## src/rtl/regfile_sb.sv

```systemverilog
`default_nettype none
// ============================================================================
//  Module   : regfile_sb
//  Brief    : Register file with byte-enabled writes, jump-and-link, forwarding
//             and a per-register scoreboard of pending producers.
//  Revision : 1.0
// ============================================================================
module regfile_sb #(
    parameter int WORDS    = 32,
    parameter int BITS     = 32,
    parameter int NRD      = 2,
    parameter int BYPASS   = 1,
    parameter int MERGE    = 0,
    parameter int LINK_REG = WORDS - 1
) (
    input  logic                           clk,
    input  logic                           rst_,
    input  logic                           we_,
    input  logic [$clog2(WORDS)-1:0]       waddr,
    input  logic [BITS-1:0]                wdata,
    input  logic [BITS/8-1:0]              byte_en,
    input  logic                           link,
    input  logic [BITS-1:0]                pc_addr,
    input  logic                           sb_set,
    input  logic [$clog2(WORDS)-1:0]       sb_addr,
    input  logic [NRD*$clog2(WORDS)-1:0]   r_addr,
    output logic [NRD*BITS-1:0]            r_data,
    output logic [NRD-1:0]                 r_busy,
    output logic [$clog2(WORDS):0]         pend_cnt
);

    localparam int AW    = $clog2(WORDS);
    localparam int BYTES = BITS / 8;
    localparam logic [AW-1:0] LINK_IDX = AW'(LINK_REG);

    logic [BITS-1:0]  mem [WORDS];
    logic [WORDS-1:0] pend;
    logic [WORDS-1:0] pend_nxt;
    logic [WORDS-1:0] commit;
    logic             link_en;
    logic             wr_en;
    logic             set_en;
    logic             inc;
    logic [1:0]       dec;
    logic [BITS-1:0]  link_val;
    logic [BITS-1:0]  wr_val;
    logic [BITS-1:0]  old_val;
    logic             keep;

    // Gating with rst_ keeps forwarded values and busy overrides at zero during reset.
    assign link_en  = rst_ && link && (LINK_IDX != '0);
    assign wr_en    = rst_ && !we_ && (waddr != '0) && !(link_en && (waddr == LINK_IDX));
    assign set_en   = rst_ && sb_set && (sb_addr != '0);
    assign link_val = pc_addr + BITS'(1);
    assign old_val  = mem[waddr];

    always_comb begin
        wr_val = '0;
        keep   = 1'b0;
        for (int i = 0; i < BYTES; i++) begin
            if (MERGE != 0)                  keep = byte_en[i];
            else if (byte_en == BYTES'(1))   keep = (i == 0);
            else if (byte_en == BYTES'(3))   keep = (i < 2);
            else                             keep = 1'b1;
            wr_val[i*8 +: 8] = keep ? wdata[i*8 +: 8]
                             : ((MERGE != 0) ? old_val[i*8 +: 8] : 8'h00);
        end
    end

    always_comb begin
        commit = '0;
        if (wr_en)   commit[waddr]    = 1'b1;
        if (link_en) commit[LINK_IDX] = 1'b1;
    end

    // A same-cycle set beats the clear from a commit to that register.
    always_comb begin
        pend_nxt = pend & ~commit;
        dec      = 2'd0;
        for (int i = 0; i < WORDS; i++) begin
            if (commit[i] && pend[i] && !(set_en && (sb_addr == AW'(i))))
                dec = dec + 2'd1;
        end
        if (set_en) pend_nxt[sb_addr] = 1'b1;
        inc = set_en && !pend[sb_addr];
    end

    always_ff @(posedge clk or negedge rst_) begin
        if (!rst_) begin
            for (int i = 0; i < WORDS; i++) mem[i] <= '0;
            pend     <= '0;
            pend_cnt <= '0;
        end else begin
            if (wr_en)   mem[waddr]    <= wr_val;
            if (link_en) mem[LINK_IDX] <= link_val;
            pend     <= pend_nxt;
            pend_cnt <= pend_cnt + {{AW{1'b0}}, inc} - {{(AW-1){1'b0}}, dec};
        end
    end

    generate
        for (genvar k = 0; k < NRD; k++) begin : g_rd
            logic [AW-1:0]   ra;
            logic [BITS-1:0] rd_val;
            logic            rd_busy;

            assign ra = r_addr[k*AW +: AW];

            always_comb begin
                rd_val  = mem[ra];
                rd_busy = pend[ra];
                if (BYPASS != 0) begin
                    if (link_en && (ra == LINK_IDX))  rd_val = link_val;
                    else if (wr_en && (ra == waddr))  rd_val = wr_val;
                    if (commit[ra] && !(set_en && (sb_addr == ra))) rd_busy = 1'b0;
                end
            end

            assign r_data[k*BITS +: BITS] = rd_val;
            assign r_busy[k]              = rd_busy;
        end
    endgenerate

endmodule
`default_nettype wire

```

## config.mk

```make
export PLATFORM = sky130hd
export DESIGN_NAME = regfile_sb
export DESIGN_NICKNAME = d
export VERILOG_FILES = /design/src/rtl/regfile_sb.sv
export SDC_FILE = /design/constraint.sdc
export NUM_CORES = 2
export LEC_CHECK = 0
export CORE_MARGIN = 4
export CORE_UTILIZATION = 55
export DETAILED_ROUTE_END_ITERATION = 12
export PLACE_DENSITY = 0.75
export SLEW_MARGIN = 10
export SYNTH_ARGS = -nofsm -noshare
export SYNTH_HDL_FRONTEND = slang
export SYNTH_SLANG_ARGS = --single-unit
```

## constraint.sdc

```tcl
create_clock -name clk -period 5.8 [get_ports clk]
set_clock_uncertainty 0.05 [all_clocks]
set_input_delay 1.45 -clock clk [delete_from_list [all_inputs] [get_ports clk]]
set_output_delay 1.45 -clock clk [all_outputs]
set_load 0.1 [all_outputs]
```

==> metrics.cfg <==
[status]
run_status = finished, final reports clean

[timing]
whs_ns = 0.3460
fin_crit_sh_pct = 98.97
rsz0062_at_grt = true
setup_viol_count_final = 0
setup_slack_ns = 0.05987
hold_violations = 0
slew_viol_final = 0
min_period_ns = 5.740
slew_headroom_pct = 23.31
max_clock_freq_mhz = 174.2
max_slew.worst_pin.slew_ns = 1.150

[min_path]
holdCritPathClass = flip-flop to flip-flop

[global_route]
antenna_found_initial = 2
track_usage_pct = 33.86
grt_overflow_total = 0
grt_pass1_vias = 45723
grt_pass1_wl_um = 285300
grt_max_degree = 180

[cts]
cts_tree = yes
numCtsBuffers = 109
cts_max_level = 3
clkLatencyLatePin_ns = 0.69
clockRootBuffer = clkbuf_16
clkTransAtPathRegs_ns = 0.06
clock_sinks = 1062
ctsLongestPathBuffers = 3
cts-hold-fix-buffers = 0

[power]
power.total_mw = 21.89
leakage_nw = 29.99
powerDensity_nw_per_um2 = 318.3
max-vdd-ir-drop_mv = 0.3034

[synth]
ys_types = 68
synth_compound_area_share_pct = 9.178
synth_area_sq_um = 58240
muxShareOfSynthArea_pct = 31.87
synth_xor_xnor_area_share_pct = 0.9625
syn_inst = 4904
synth-warning-count = 0
syn_area_per_cell_sq_um = 11.88
synth-adder-area-share_pct = 0.2922
yosysSeqAreaShare_pct = 45.63
synth-edff-count = 0
ys.flop_type = dfrtp_1
async_flop_share_pct = 100.0
yosys.area_share.simple_pct = 8.439
synth_top_family_by_area = multiplexers
ys_seq_elements = 1062

[placed_design]
dp_hpwl_um = 112600
place_inst = 6273
io_buffers = 164
placed_area_sq_um = 64590
dp_slack_ns = -0.8491
gp_congestion = 0.9378

[floorplan]
num_rows = 119
chipHeight_um = 333.4
core-area_sq_um = 105300
io_pins = 165
die_w_um = 333.4
initial_core_util_pct = 55.32
dieArea_sq_um = 111200

[worst_setup_path]
path_max_fanout = 4
path_class = primary input to primary output
startpoint_type = primary input
worst-endpoint-arrival_ns = 4.24
slowest_stage = clkdlybuf4s50_1
end_kind = primary output
crit_path_frequent_cell = buf_4
max_stage_delay_ns = 0.54
cp_cell_sequence = clkdlybuf4s50_1 -> and3_1 -> and2_1 -> and4_1 -> buf_4 -> nand3_2 -> nor2_2 -> buf_4 -> buf_4 -> buf_4 -> buf_4 -> nand2_1 -> xor2_1 -> buf_4 -> o21ai_4 -> buf_12
required_ns = 4.30

[cells_and_area]
fillers = 7374
syn_to_final_growth_pct = 18.11
layout-drive-gt1-share_pct = 33.90
fin_cells = 6489
finalInstanceArea_sq_um = 68790
fin_nets = 5110

[route]
vias_per_cell = 6.829
drt_iter0_drc = 5386
first_pass_iters = 6
drc = 0
wl_um = 187700
avgRoutedWirePerCell_um = 28.93
ant_nets = 0
vias = 44313

[job]
drv_cap = 0

## metrics by stage
stage | setup TNS (ns) | utilization [%]
floorplan | -0.5870 | -
global placement | -3.129 | 61.36
detailed placement | -3.292 | 61.36
CTS | 0 | 65.13
global route | -0.009303 | 65.34
finish | 0 | 65.34
## cell usage after synthesis, types with 9 or more instances
| cell type | instances | share of area (%) |
|---|---|---|
| nor3_1 | 9 | 0.077 |
| clkbuf_1 | 474 | 3.1 |
| inv_1 | 18 | 0.12 |
| nor2_1 | 47 | 0.30 |
| ha_1 | 12 | 0.26 |
| a22o_1 | 18 | 0.27 |
| xor2_1 | 32 | 0.48 |
| nand4_1 | 11 | 0.12 |
| mux4_2 | 668 | 26 |
| dfrtp_1 | 1062 | 46 |
| a31oi_1 | 9 | 0.097 |
| a21oi_1 | 21 | 0.18 |
| o21ai_0 | 899 | 7.7 |
| and3_1 | 16 | 0.17 |
| mux2_2 | 289 | 5.6 |
| mux2i_1 | 24 | 0.41 |
| nand2_1 | 1045 | 6.7 |
| and2_1 | 11 | 0.12 |
| nand3_1 | 33 | 0.28 |
| buf_1 | 58 | 0.37 |
| o211ai_1 | 20 | 0.26 |
| xnor2_1 | 32 | 0.48 |
## metal layers
metal | up-vias | global-route usage [%] | share of wire, %
li1 | 18195 | - | -
met1 | 22494 | 44.89 | 36
met2 | 2902 | 51.30 | 45
met3 | 722 | 11.10 | 13
met4 | 0 | 15.80 | 5.8
met5 | - | 0 | 0
## flip-flops by register name, indices dropped and copies added (netlist names)
signal / flops
mem: 1024
pend_cnt: 6
pend: 32
## layout by cell type (no fill, tap or decap), types with 42 or more instances in the layout
cell type and instances:
nand2_1 1013, buf_12 126, mux2_2 288, mux4_2 668, dfrtp_1 1062, nor2_1 42, buf_4 300, clkbuf_16 111
clkdlybuf4s50_1 72, o21ai_4 61, o21ai_0 833
## kinds of logic after synthesis
kind of cell             Yosys count
AO/OA/AOI/OAI                   1006
XOR/XNOR                          64
adder cells (fa/ha/maj)           13
buffers and inverters            555
flip-flops                      1062
multiplexers                     982
other                              2
AND/OR/NAND/NOR                 1220
## repair_timing
| action | CTS | global route |
|---|---|---|
| buffers inserted | 8 | 3 |
| endpoints found under the setup margin | 4 | 13 |
| resized for setup | 14 | 51 |
| pin swaps | 16 | 24 |
## report_power, final
part	switching [mW]	total [mW]	internal (mW)
registers	0.759	9.11	8.35
clock network	3.09	7.56	4.47
logic	2.77	5.23	2.46
total	6.61	21.9	15.3
## layout make-up
cell class	count	area, sq um	share of cell area [%]
antenna	3	7.507	0.01091
tap	1391	1740	2.530
clock inverter	41	580.6	0.8440
timing repair buffer	524	5811	8.447
clock buffer	161	3266	4.748
inverter	18	67.56	0.09822
multi-input combinational	3289	30740	44.69
sequential	1062	26580	38.64
## path summary, 6_finish.rpt
check	from	slack, ns	to	cells past startpoint
max in group asynchronous	rst_	1.81	mem[961]$_DFFE_PN0P_	5
worst max-delay path	pc_addr[2]	0.06	r_data[25]	16
worst min register to register	mem[1017]$_DFFE_PN0P_	0.35	mem[1017]$_DFFE_PN0P_	0
worst min-delay path	mem[1017]$_DFFE_PN0P_	0.35	mem[1017]$_DFFE_PN0P_	0
worst max register to register	pend[2]$_DFF_PN0_	0.68	pend_cnt[5]$_DFF_PN0_	21
min in group asynchronous	rst_	0.73	pend[2]$_DFF_PN0_	2
## critical path: cells and delay by family
kind | cells | cell delay [ns]
AOI/OAI and AO/OA | 1 | 0.21
buffers and inverters | 8 | 1.51
xor gates and xnor gates | 1 | 0.16
and+or+nand+nor | 6 | 0.90
Note: power is estimated with default switching activity, not from simulation.
